### config.mk
export PLATFORM = sky130hd
export DESIGN_NAME = song_sequencer
export DESIGN_NICKNAME = d
export VERILOG_FILES = /design/src/rtl/song_sequencer_pkg.sv /design/src/rtl/song_rom.sv /design/src/rtl/song_sequencer.sv
export SDC_FILE = /design/constraint.sdc
export NUM_CORES = 1
export LEC_CHECK = 0
export ABC_AREA = 0
export ABC_CLOCK_PERIOD_IN_PS = 2900
export CORE_ASPECT_RATIO = 0.75
export CORE_UTILIZATION = 54
export CTS_CLUSTER_DIAMETER = 40
export DETAILED_ROUTE_END_ITERATION = 7
export PLACE_DENSITY_LB_ADDON = 0.3
export SETUP_SLACK_MARGIN = 0.4
export SYNTH_ARGS = -nofsm -noshare
export SYNTH_HDL_FRONTEND = slang
export SYNTH_SLANG_ARGS = --single-unit
export TNS_END_PERCENT = 50
### constraint.sdc
create_clock -name CLK -period 2.9 [get_ports CLK]
set_input_delay 0.29 -clock CLK [delete_from_list [all_inputs] [get_ports CLK]]
set_output_delay 0.29 -clock CLK [all_outputs]
set_load 0.02 [all_outputs]
### src/rtl/song_sequencer_pkg.sv
// Shared piano constants: note codes, melody entry layout and sequencer state encodings.
// Latency: n/a (types and constants only).
// Backpressure: n/a.
package song_sequencer_pkg;

    // Note codes stored in the melody ROM; 1..8 walk the white keys C4..C5
    localparam logic [3:0] NOTE_REST = 4'd0;
    localparam logic [3:0] NOTE_C4   = 4'd1;
    localparam logic [3:0] NOTE_D4   = 4'd2;
    localparam logic [3:0] NOTE_E4   = 4'd3;
    localparam logic [3:0] NOTE_F4   = 4'd4;
    localparam logic [3:0] NOTE_G4   = 4'd5;
    localparam logic [3:0] NOTE_A4   = 4'd6;
    localparam logic [3:0] NOTE_B4   = 4'd7;
    localparam logic [3:0] NOTE_C5   = 4'd8;
    localparam logic [3:0] NOTE_END  = 4'd15;

    typedef enum logic [1:0] {
        ST_IDLE  = 2'd0,
        ST_FETCH = 2'd1,
        ST_HOLD  = 2'd2,
        ST_GAP   = 2'd3
    } seq_state_t;

    // One ROM word: note code in the high nibble, duration in ticks in the low nibble
    typedef struct packed {
        logic [3:0] code;
        logic [3:0] dur;
    } rom_entry_t;

    // Piano key vector for a note code: C4 drives bit 7, C5 drives bit 0, anything else is silent
    function automatic logic [7:0] note_onehot(input logic [3:0] code);
        logic [7:0] keys;
        keys = 8'h00;
        if (code >= NOTE_C4 && code <= NOTE_C5) begin
            keys = 8'h80 >> (code - NOTE_C4);
        end
        return keys;
    endfunction

endpackage

### src/rtl/song_rom.sv
// Melody storage: combinational address -> {code, dur} lookup.
// Latency: 0 cycles (pure combinational read).
// Backpressure: none; data is valid whenever addr is.
module song_rom
    import song_sequencer_pkg::*;
#(
    parameter int ADDR_W = 4
) (
    input  logic [ADDR_W-1:0] addr,
    output logic [7:0]        data
);

    // Short phrase: C4 for two ticks, one tick of rest, C5 for one tick, then end of song
    always_comb begin
        data = {NOTE_END, 4'd0};
        case (int'(addr))
            0:       data = {NOTE_C4,   4'd2};
            1:       data = {NOTE_REST, 4'd1};
            2:       data = {NOTE_C5,   4'd0};
            default: data = {NOTE_END,  4'd0};
        endcase
    end

endmodule

### src/rtl/song_sequencer.sv
// Plays the melody ROM onto the piano key vector, with live-key override and optional looping.
// Latency: first note reaches sw_out two cycles after the play pulse (one FETCH cycle in between).
// Backpressure: none; live keys pause note/gap timing in place instead of dropping it.
module song_sequencer
    import song_sequencer_pkg::*;
#(
    parameter int TICK_DIV   = 12_500_000,
    parameter int GAP_CYCLES = 1_000_000,
    parameter int SONG_LEN   = 16,
    localparam int ADDR_W    = (SONG_LEN > 1) ? $clog2(SONG_LEN) : 1
) (
    input  logic              CLK,
    input  logic              RESET,
    input  logic              play,
    input  logic              stop,
    input  logic              loop_en,
    input  logic [7:0]        live_sw,
    output logic [7:0]        sw_out,
    output logic              busy,
    output logic [ADDR_W-1:0] step,
    output logic              done
);

    localparam int TICK_W = (TICK_DIV > 1) ? $clog2(TICK_DIV) : 1;
    localparam int GAP_W  = (GAP_CYCLES > 1) ? $clog2(GAP_CYCLES) : 1;

    localparam logic [TICK_W-1:0] TICK_LAST = TICK_W'(TICK_DIV - 1);
    localparam logic [GAP_W-1:0]  GAP_LAST  = GAP_W'(GAP_CYCLES - 1);
    localparam logic [ADDR_W-1:0] STEP_LAST = ADDR_W'(SONG_LEN - 1);

    seq_state_t        state_q;
    logic [ADDR_W-1:0] step_q;
    logic [3:0]        code_q;
    logic [3:0]        dur_q;
    logic [TICK_W-1:0] tick_q;
    logic [3:0]        dcnt_q;
    logic [GAP_W-1:0]  gap_q;
    logic              done_q;
    logic              busy_q;

    logic [7:0]        rom_dat;
    rom_entry_t        entry;
    logic              live_act;
    logic              end_loop;
    logic [3:0]        dur_last;

    song_rom #(
        .ADDR_W (ADDR_W)
    ) u_rom (
        .addr (step_q),
        .data (rom_dat)
    );

    assign entry    = rom_entry_t'(rom_dat);
    assign live_act = |live_sw;
    // At end of song, loop only if the song actually has content before END
    assign end_loop = loop_en && (step_q != '0);
    // Duration 0 plays as a single tick
    assign dur_last = (dur_q == 4'd0) ? 4'd0 : dur_q - 4'd1;

    // Sequencer FSM: fetch/hold/gap walk through the ROM, live keys freeze all timing
    always_ff @(posedge CLK) begin
        if (RESET) begin
            state_q <= ST_IDLE;
            step_q  <= '0;
            code_q  <= NOTE_REST;
            dur_q   <= 4'd0;
            tick_q  <= '0;
            dcnt_q  <= 4'd0;
            gap_q   <= '0;
            done_q  <= 1'b0;
            busy_q  <= 1'b0;
        end else begin
            done_q <= 1'b0;
            if (stop) begin
                state_q <= ST_IDLE;
                busy_q  <= 1'b0;
                step_q  <= '0;
                code_q  <= NOTE_REST;
                tick_q  <= '0;
                dcnt_q  <= 4'd0;
                gap_q   <= '0;
            end else begin
                case (state_q)
                    ST_IDLE: begin
                        if (play) begin
                            step_q  <= '0;
                            state_q <= ST_FETCH;
                            busy_q  <= 1'b1;
                        end
                    end
                    ST_FETCH: begin
                        code_q <= entry.code;
                        dur_q  <= entry.dur;
                        tick_q <= '0;
                        dcnt_q <= 4'd0;
                        gap_q  <= '0;
                        if (entry.code == NOTE_END) begin
                            step_q <= '0;
                            if (end_loop) begin
                                state_q <= ST_FETCH;
                            end else begin
                                state_q <= ST_IDLE;
                                busy_q  <= 1'b0;
                                done_q  <= 1'b1;
                            end
                        end else begin
                            state_q <= ST_HOLD;
                        end
                    end
                    ST_HOLD: begin
                        if (!live_act) begin
                            if (tick_q == TICK_LAST) begin
                                tick_q <= '0;
                                if (dcnt_q == dur_last) begin
                                    dcnt_q  <= 4'd0;
                                    state_q <= ST_GAP;
                                end else begin
                                    dcnt_q <= dcnt_q + 4'd1;
                                end
                            end else begin
                                tick_q <= tick_q + 1'b1;
                            end
                        end
                    end
                    ST_GAP: begin
                        if (!live_act) begin
                            if (gap_q == GAP_LAST) begin
                                gap_q <= '0;
                                if (step_q == STEP_LAST) begin
                                    step_q <= '0;
                                    if (end_loop) begin
                                        state_q <= ST_FETCH;
                                    end else begin
                                        state_q <= ST_IDLE;
                                        busy_q  <= 1'b0;
                                        done_q  <= 1'b1;
                                    end
                                end else begin
                                    step_q  <= step_q + 1'b1;
                                    state_q <= ST_FETCH;
                                end
                            end else begin
                                gap_q <= gap_q + 1'b1;
                            end
                        end
                    end
                    default: begin
                        state_q <= ST_IDLE;
                        busy_q  <= 1'b0;
                    end
                endcase
            end
        end
    end

    // Key vector: live keys pass straight through when idle or when they override playback
    always_comb begin
        sw_out = 8'h00;
        case (state_q)
            ST_IDLE:  sw_out = live_sw;
            ST_HOLD:  sw_out = live_act ? live_sw : note_onehot(code_q);
            ST_GAP:   sw_out = live_act ? live_sw : 8'h00;
            default:  sw_out = 8'h00;
        endcase
    end

    assign busy = busy_q;
    assign step = step_q;
    assign done = done_q;

endmodule

**Word-level counts from Yosys, hierarchy flattened**

Cells that the tools add are included.

- Register bits after elaboration: 64
- Output and inout port bits: 14
- Logic and storage cells: 100

- Add/sub/neg operators: 6
- Magnitude comparators: 2
- Equal/unequal tests: 18
- Shifts and indexed selects: 1
- Multiplexer cells: 45
- Bitwise logic cells: 1
- Reduce and logical (&&, ||, !) cells: 18

Operators with widths:

| kind | number |
|---|---|
| 2-to-1 mux 24 bit | 2 |
| case mux 24 bit (2 select lines) | 1 |
| case mux 8 bit (3 select lines) | 2 |
| 2-to-1 mux 20 bit | 2 |
| case mux 20 bit (2 select lines) | 1 |
| 2-to-1 mux 4 bit | 9 |
| adder 24 x 1 -> 24 bit, second input constant | 1 |
| equality test 24 bit, second input constant | 1 |
| 2-to-1 mux 8 bit | 3 |
| adder 20 x 1 -> 20 bit, second input constant | 1 |
| equality test 20 bit, second input constant | 1 |
| 2-to-1 mux 2 bit | 8 |
| inequality test 2 bit, second input constant | 8 |
| 2-to-1 mux 1 bit | 12 |
| case mux 4 bit (3 select lines) | 1 |
| AND reduction 6 bit | 2 |
| adder 4 x 1 -> 4 bit, second input constant | 2 |
| equality test 4 bit, second input constant | 2 |
| logical NOT 4 bit | 2 |
| case mux 2 bit (4 select lines) | 1 |
| case mux 4 bit (2 select lines) | 1 |
| OR reduction 8 bit | 1 |
| >> shifter 8 x 4 -> 8 bit, first input constant | 1 |
| subtractor 4 x 1 -> 4 bit, second input constant | 2 |
| other kinds (19) | 24 |

**Longest topological paths before layout**

Gate-level depths: netlist of the first run.

- Depth in word-level cells: 7
- Depth in mapped cells: 7

**Modules after synthesis**

A second synthesis of the first run with hierarchy kept.

- Cell total of the unflattened synthesis: 451
- Area total of the unflattened synthesis: 3560.9 um2

By module, submodules not included:

| module | times used | cells an instance | area each (um2) |
|---|---|---|---|
| song_sequencer | 1 | 440 | 3487.1 |
| song_rom | 1 | 11 | 73.8 |

**Worst setup path before layout of the first run**

OpenSTA, ideal clock, no wires.

- Path kind: register to register
- Start: register step_q[0] (netlist: step[0])
- End: register step_q[2] (netlist: step[2])
- Setup time: 0.070 ns
- Arrival time: 2.142 ns
- Required time: 2.830 ns
- Path slack: 0.688 ns
- Cell stages (with the launch flop): 8
- Period minus slack after synthesis: 2.212 ns
- Cells stage by stage: dfxtp_1 inv_1 ha_1 or3_1 a311oi_1 a21oi_1 or4_1 a21oi_1

- Longest elaborated chain between the ends: 5
- Elaborated cells on any way between the ends: 13
- Those cells by class: add/sub: 1; eq/ne: 5; mux: 5; reduce/logical: 2

RTL lines:

| what | line | text |
|---|---|---|
| start, declared | song_sequencer.sv:32 | `logic [ADDR_W-1:0] step_q;` |
| start signal, assigned | song_sequencer.sv:140 | `step_q <= step_q + 1'b1;` |
| adder 4 x 1 -> 4 bit (tied with other cells) | song_sequencer.sv:140 |  |
| 2-to-1 mux 4 bit / case mux 8 bit (3 select lines) (equally long branches) | song_sequencer.sv:130, song_rom.sv:16 |  |
| 2-to-1 mux 4 bit / equality test 4 bit (equally long branches) | song_sequencer.sv:128, song_sequencer.sv:98 |  |
| 2-to-1 mux 4 bit / inequality test 2 bit (equally long branches) | - |  |
| case mux 4 bit (3 select lines) / AND reduction 5 bit (equally long branches) | - |  |

Parallel ways exist; a longest one is shown, timed or not. The select of a mux whose other input is x is not followed.
A chain may end at the register's enable or synchronous reset.

**Worst setup path after layout of the first run**

- Start: input live_sw[0]
- End: output sw_out[0]

- Longest elaborated chain between the ends: 3
- Elaborated cells on any way between the ends: 4
- Those cells by class: mux: 3; reduce/logical: 1

RTL lines:

| what | line | text |
|---|---|---|
| start, declared | song_sequencer.sv:17 | `input logic [7:0] live_sw,` |
| OR reduction 8 bit | song_sequencer.sv:55 | `assign live_act = \|live_sw;` |
| 2-to-1 mux 8 bit, on equally long branches | song_sequencer.sv:163, song_sequencer.sv:162 |  |
| case mux 8 bit (3 select lines) * | song_sequencer.sv:160 | `case (state_q)` |
| end, declared | song_sequencer.sv:18 | `output logic [7:0] sw_out,` |

Every way passes the cells marked *; elsewhere a longest branch is shown, timed or not.

==> qor.txt, run 1 <==
CTS Buf Count -> 9
First-pass GRT wire length -> 14700 µm
Proportion of synthesized flip-flops having asynchronous set or reset -> 0%
CP bufs+invs -> 2
Yosys warning count -> 0
Average instance area after synthesis -> 8.09 µm²
Cell Area, Synth -> 0.00339 mm²
Setup crit end kind -> output pin
Antenna violations before repair -> 0
RD Place Congestion -> 0.849
Clock transition at the registers of the reported paths -> 0.06 ns
CTS tree -> yes
Antenna Diode Count -> 0
Clock latency on the worst-skew pair -> 0.34 ns
Total via count in the routed design -> 3433
Cell type contributing the most total cell area after synthesis -> dfxtp_1
Via/cell ratio -> 6.31
Worst hold path type -> reg -> reg
Tightest Pin Transition -> 0.652 ns
Top cells by instance count after synthesis -> dfxtp_1 (61), nor2_1 (56), nand3_1 (38)
Worst Setup Start Kind -> input pin
Arrival time at the worst endpoint -> 2.15 ns
Worst setup skew after layout -> 0.00643 ns
Total of fill cells in the finished design -> 477
Upper clock frequency limit -> 410 MHz
Cell types with the largest area share after synthesis -> dfxtp_1 (36%), nor2_1 (6.2%), nand3_1 (5.6%)
Primary flip-flop cell chosen by synthesis mapping -> dfxtp_1
Initial DRC count -> 296
Area overhead of the layout relative to synthesis -> 18.6%
Share of total power consumed by net switching -> 24.1%
Number of synthesized flops with an enable pin -> 0
Count of pins over their slew limit -> 0
Share of total power in combinational logic -> 7.9%
Maximum number of buffers from clock root to sink -> 2
Post-Syn Nets -> 439
Initial core utilization -> 57.0%
Peak supply drop -> 0.240 mV
CTS HTree Levels -> 3
Endpoints failing hold -> 0
Cell with the largest stage delay on the worst path -> or4_1
Count leader, synth -> dfxtp_1
Maximum cell stage delay along the critical path -> 0.57 ns
RSZ-0062 raised after global routing -> yes
Largest net degree at the start of global routing -> 21
Die Width -> 93.5 µm
Dominant combinational cell family by area after synthesis -> simple AND/OR/NAND/NOR gates
Number of placement rows -> 24
Die outline height -> 70.6 µm
Crit-path leading delay family -> simple AND/OR/NAND/NOR gates
Worst slew margin relative to its limit -> 56.1%
Drc violations -> 0
Max Fanout on Critical Path -> 3
Count of clock tree sinks -> 61
List of cells traversed by the critical path -> clkdlybuf4s50_1 > or4_1 > nor3_1 > a31oi_1 > nor2_1 > dlygate4sd2_1
Number of nets still failing antenna checks after routing -> 0
Internal Power -> 0.00127 W
Sum of negative setup slack -> 0 ns
Buffers inserted during post-CTS setup optimization -> 0
Basic-gate share of the synthesized area counting and, or, nand and nor cells -> 36.6%
Required time at the endpoint of the critical path -> 2.61 ns
Clock share of power -> 41.6%
Multiplexer share of the synthesized area -> 1.18%
Minimum clock period after layout -> 2.44 ns
Number of input and output port buffers inserted -> 26
Area fraction in compound gates after synthesis -> 13.1%
Post-CTS Hold Buffers -> 0
CTS resizes -> 6
Total Routing Usage GR -> 28.3%
Seq pwr share -> 50.6%
Leak -> 1.30 nW
Number of setup violations in the final report -> 0
Overflow left after global routing -> 0
Yosys cell types -> 53
Fraction of synthesized cell area in xor and xnor cells -> 7.23%
Sequential fraction of the synthesis area -> 36.0%
Clock root cell -> clkbuf_8
Ratio of total power to cell area -> 417 mW/mm²
Post-Synthesis Cells -> 419
Share of the synthesized area in the top cell type -> 36.0%
Placeable core region -> 0.00595 mm²
Net switching power figure -> 0.000404 W
Area of the die -> 0.00660 mm²
DRT Pass-1 Iters -> 5
Routed length per instance -> 15.7 µm
Count of max-cap constraint violations -> 0
Post-route fraction of the period consumed by the critical path -> 84.2%
Final Hold Slack -> 0.478 ns
Arithmetic-cell share of the synthesized area counting full adders, half adders and majority gates -> 2.58%
DP HPWL -> 6060 µm
Number of flip-flops and latches in the synthesized netlist -> 61
Ratio of cells with drive above 1 in the final layout -> 9.44%
Number of nets in the finished design -> 482
Crit Path Class -> in -> out
Post-Route WL -> 8550 µm
Vias in the first global route -> 3115
Number of top-level pins -> 27
Run status -> finished, final reports clean
[through the flow]
stage | utilization [%] | cell area (µm²) | worst slack [ns] | total power, W | instances
floorplan | - | 3390 | 0.688 | 0.000934 | 419
global placement | 64.2 | 3820 | 0.262 | 0.000992 | 529
detailed placement | 64.2 | 3820 | 0.186 | 0.000993 | 529
CTS | 67.5 | 4010 | 0.315 | 0.00168 | 544
global route | 67.6 | 4020 | 0.357 | 0.00173 | 544
finish | 67.6 | 4020 | 0.458 | 0.00167 | 544
[layer usage]
metal | GRT usage (%) | share of wire, %
met5 | 0 | 0
met4 | 11.3 | 2.0
met3 | 7.20 | 7.8
met2 | 40.9 | 43
met1 | 40.2 | 48
[layout make-up]
class / count / area [µm²] / share of cell area (%)
repair buffers: 45 / 405 / 10.1
inverters: 10 / 37.5 / 0.934
clock inverters: 1 / 5.00 / 0.124
flip-flops and latches: 61 / 1220 / 30.4
multi-input cells: 335 / 2080 / 51.7
clock buffers: 14 / 173 / 4.30
well taps: 78 / 97.6 / 2.43
[power by group through the flow]
stage / combinational (W) / sequential (W) / clock (W)
global placement: 0.000128 / 0.000865 / 0
CTS: 0.000130 / 0.000847 / 0.000704
finish: 0.000132 / 0.000847 / 0.000696
floorplan: 0.0000700 / 0.000864 / 0
detailed placement: 0.000128 / 0.000865 / 0
global route: 0.000142 / 0.000847 / 0.000745
[cells by family (layout without fill, tap and decap cells)]
family,after synthesis,in the layout
simple gates,223,223
compound gates,73,73
flops,61,61
xor+xnor,28,28
buf+inv,23,70
fa+ha+maj,7,7
mux,4,4
[state kept, by name, indices dropped and copies added (netlist names), named ones only]
signal / flops
dcnt_q: 4
done: 1
step: 4
code_q: 3
gap_q: 20
dur_q: 2
tick_q: 24
state_q: 1
busy: 1
[final timing paths]
kind               from   endpoint  slack [ns]  cells after the start
max reg2reg     step[0]       busy        0.60                      7
max          live_sw[0]  sw_out[0]        0.46                      6
min            gap_q[1]   gap_q[1]        0.48                      2
min reg2reg    gap_q[1]   gap_q[1]        0.48                      2
[tightest hold or removal path, stage by stage (launching register included)]
cell     delay, ns
dfxtp_1       0.32
nand2_1       0.06
a21oi_1       0.05
[placed cells by master (no fill, tap or decap), types with 3 or more instances in the layout]
cell type,Yosys,routed
buf_4,0,19
clkbuf_8,1,12
nand2_1,22,22
a21oi_1,21,21
xor2_1,11,11
o31ai_1,3,3
nor3b_1,4,4
nor3_1,11,11
nor2_1,56,55
nand2b_1,4,4
xnor2_1,17,17
and2_1,11,11
dfxtp_1,61,60
ha_1,7,7
nor4_1,14,13
and3_1,5,5
or3_1,6,6
a31oi_1,13,13
o21ai_0,17,17
nand3_1,38,38
clkdlybuf4s50_1,0,22
nand4_1,17,17
and4_1,5,5
inv_1,10,10
a211oi_1,5,5
mux2i_1,4,4
nor4b_1,3,3
or4_1,7,7
(Power assumes the default switching activity.)
==> run 2: changes to the inputs <==
--- a/config.mk
+++ b/config.mk
@@ -6,7 +6,7 @@
 export NUM_CORES = 1
 export LEC_CHECK = 0
 export ABC_AREA = 0
-export ABC_CLOCK_PERIOD_IN_PS = 2900
+export ABC_CLOCK_PERIOD_IN_PS = 2410
 export CORE_ASPECT_RATIO = 0.75
 export CORE_UTILIZATION = 54
 export CTS_CLUSTER_DIAMETER = 40
==> constraint.sdc (replaced) <==
create_clock -name CLK -period 2.41 [get_ports CLK]
set_input_delay 0.241 -clock CLK [delete_from_list [all_inputs] [get_ports CLK]]
set_output_delay 0.241 -clock CLK [all_outputs]
set_load 0.02 [all_outputs]
==> qor.txt, run 2 (synthesis results as in run 1) <==
CTS Buf Count -> 9 (unchanged)
WHS Path Cells -> 2 (unchanged)
First-pass GRT wire length -> 14400 µm (-2.1%)
RD Place Congestion -> 0.879 (+3.5%)
RR Endpoint -> gap_q[13]
Largest regs -> tick_q (24), gap_q (20)
Clock transition at the registers of the reported paths -> 0.07 ns (about the same)
Minimum clock period after layout -> 2.12 ns
Endpoints failing hold -> 0 (unchanged)
Worst setup slack for register-to-register paths -> 0.29 ns (-0.31 ns)
Worst hold path type -> in -> reg
Required time at the endpoint of the critical path -> 2.64 ns (+0.03 ns)
Max Fanout on Critical Path -> 5 (+2)
Count of max-cap constraint violations -> 0 (unchanged)
Setup crit end kind -> flop
Placeable core region -> 0.00595 mm² (unchanged)
Post-CTS Hold Buffers -> 0 (unchanged)
Area overhead of the layout relative to synthesis -> 30.6%
Total chip power -> 0.00218 W (+30%)
Initial core utilization -> 57.0% (unchanged)
Routed length per instance -> 16.5 µm (+5.1%)
Sequential standard cell area -> 0.00124 mm² (+1.6%)
Count of clock tree sinks -> 61 (unchanged)
Maximum cell stage delay along the critical path -> 0.53 ns (-0.04 ns)
Flip-flop count of the largest register after layout -> 24 (unchanged)
Sink of the worst hold path -> done
Leak -> 1.51 nW (+16%)
Clock latency on the worst-skew pair -> 0.35 ns (about the same)
DRT Pass-1 Iters -> 5 (unchanged)
Most common library cell in the layout ignoring fill and taps -> dfxtp_1
Antenna violations before repair -> 0 (unchanged)
Number of placement rows -> 24 (unchanged)
Die Width -> 93.5 µm (unchanged)
RSZ-0062 raised after global routing -> yes
List of cells traversed by the critical path -> or4b_4 > nor4_4 > buf_4 > a31oi_4 > o21ai_4 > buf_6 > a21oi_1
Arrival time at the worst endpoint -> 2.34 ns (+0.19 ns)
DP HPWL -> 6370 µm (+5.2%)
Initial DRC count -> 320 (+8.1%)
Drc violations -> 0 (unchanged)
Area of the die -> 0.00660 mm² (unchanged)
Total of fill cells in the finished design -> 401 (-16%)
Commonest cells after routing, fill and taps aside -> dfxtp_1 (52), nor2_1 (50), buf_4 (41)
Upper clock frequency limit -> 473 MHz
Post-route fraction of the period consumed by the critical path -> 87.8%
R2R Path Start -> gap_q[11]
Vias in the first global route -> 3076 (-1.3%)
Number of setup violations in the final report -> 0 (unchanged)
Number of input and output port buffers inserted -> 26 (unchanged)
Tightest Pin Transition -> 0.498 ns (-0.154 ns)
Overflow left after global routing -> 0 (unchanged)
Worst Setup Start Kind -> flop
Number of nets still failing antenna checks after routing -> 0 (unchanged)
Launch point of the worst hold path -> loop_en
Count of pins over their slew limit -> 0 (unchanged)
Peak supply drop -> 0.344 mV (+44%)
Total via count in the routed design -> 3595 (+4.7%)
Number of top-level pins -> 27 (unchanged)
Die outline height -> 70.6 µm (unchanged)
Ratio of cells with drive above 1 in the final layout -> 23.0% (+14 points)
Antenna Diode Count -> 0 (unchanged)
Total Routing Usage GR -> 27.4% (-0.84 points)
Via/cell ratio -> 6.31 (about the same)
Number of nets in the finished design -> 507 (+5.2%)
Cell with the largest stage delay on the worst path -> or4b_4
CP Launch Point -> gap_q[11]
Worst setup skew after layout -> 0.00933 ns (+0.00290 ns)
Ratio of total power to cell area -> 492 mW/mm² (+18%)
Largest net degree at the start of global routing -> 17 (-19%)
CTS tree -> yes
Largest register by flop count -> tick_q
Run status -> finished, final reports clean
Multi-input gate area in the final layout -> 0.00223 mm² (+7.2%)
CTS HTree Levels -> 3 (unchanged)
Post-Route WL -> 9420 µm (+10%)
Maximum number of buffers from clock root to sink -> 2 (unchanged)
Worst R2R Path Depth -> 7 (unchanged)
Crit Path Class -> reg -> reg
Final Hold Slack -> 0.501 ns (+0.0230 ns)
Worst slew margin relative to its limit -> 66.6% (+11 points)
Clock root cell -> clkbuf_8
==> run 2: worst max-delay path by stage <==
stage               slack, ns  depth (start not counted)        end
floorplan                0.40                          5    step[2]
global placement        -0.12                          6  sw_out[0]
detailed placement      -0.15                          6  sw_out[0]
CTS                      0.36                          8   gap_q[9]
global route             0.24                          7  gap_q[13]
finish                   0.29                          7  gap_q[13]
==> run 2: power breakdown <==
group	total (W)	internal [W]	switching (W)
combinational	0.000189	0.0000803	0.000109
clock	0.000977	0.000561	0.000416
sequential	0.00101	0.00101	0.00000530
==> run 2: per-layer routing <==
layer	up-vias	part of all wire [%]	track usage [%]
li1	1693	-	-
met1	1695	44	37.9
met2	187	45	41.8
met3	20	9.0	7.20
met4	0	1.7	8.89
met5	-	0	0
==> run 2: what timing repair did <==
item,4_1_cts,5_1_grt
gates cloned,0,2
setup buffers,4,5
gates resized for setup,39,47
pin swaps,6,15
endpoints found under the setup margin,35,52
==> run 2: layout make-up <==
class	instances	area share, %
Clock buffer	13	3.81
Clock inverter	3	0.960
Inverter	10	0.847
Multi-Input combinational cell	335	50.3
Sequential cell	61	28.1
Tap cell	78	2.20
Timing Repair Buffer	70	13.8
==> run 2: through the flow <==
stage          instances  setup slack (ns)  cell area, µm²  setup TNS [ns]  util, %
6_report             570             0.294            4430               0     74.5
4_1_cts              563             0.355            4230               0     71.1
3_5_place_dp         543            -0.145            3950          -0.989     66.5
5_1_grt              570             0.235            4430               0     74.5
3_3_place_gp         543            -0.120            3950          -0.586     66.5
2_1_floorplan        419             0.404            3410               0        -
==> run 2: worst max-delay path: cells and delay by family (launching register included) <==
kind / cells / cell delay, ns
simple gates: 2 / 0.90
compound gates: 3 / 0.39
buf+inv: 2 / 0.36
flops: 1 / 0.34
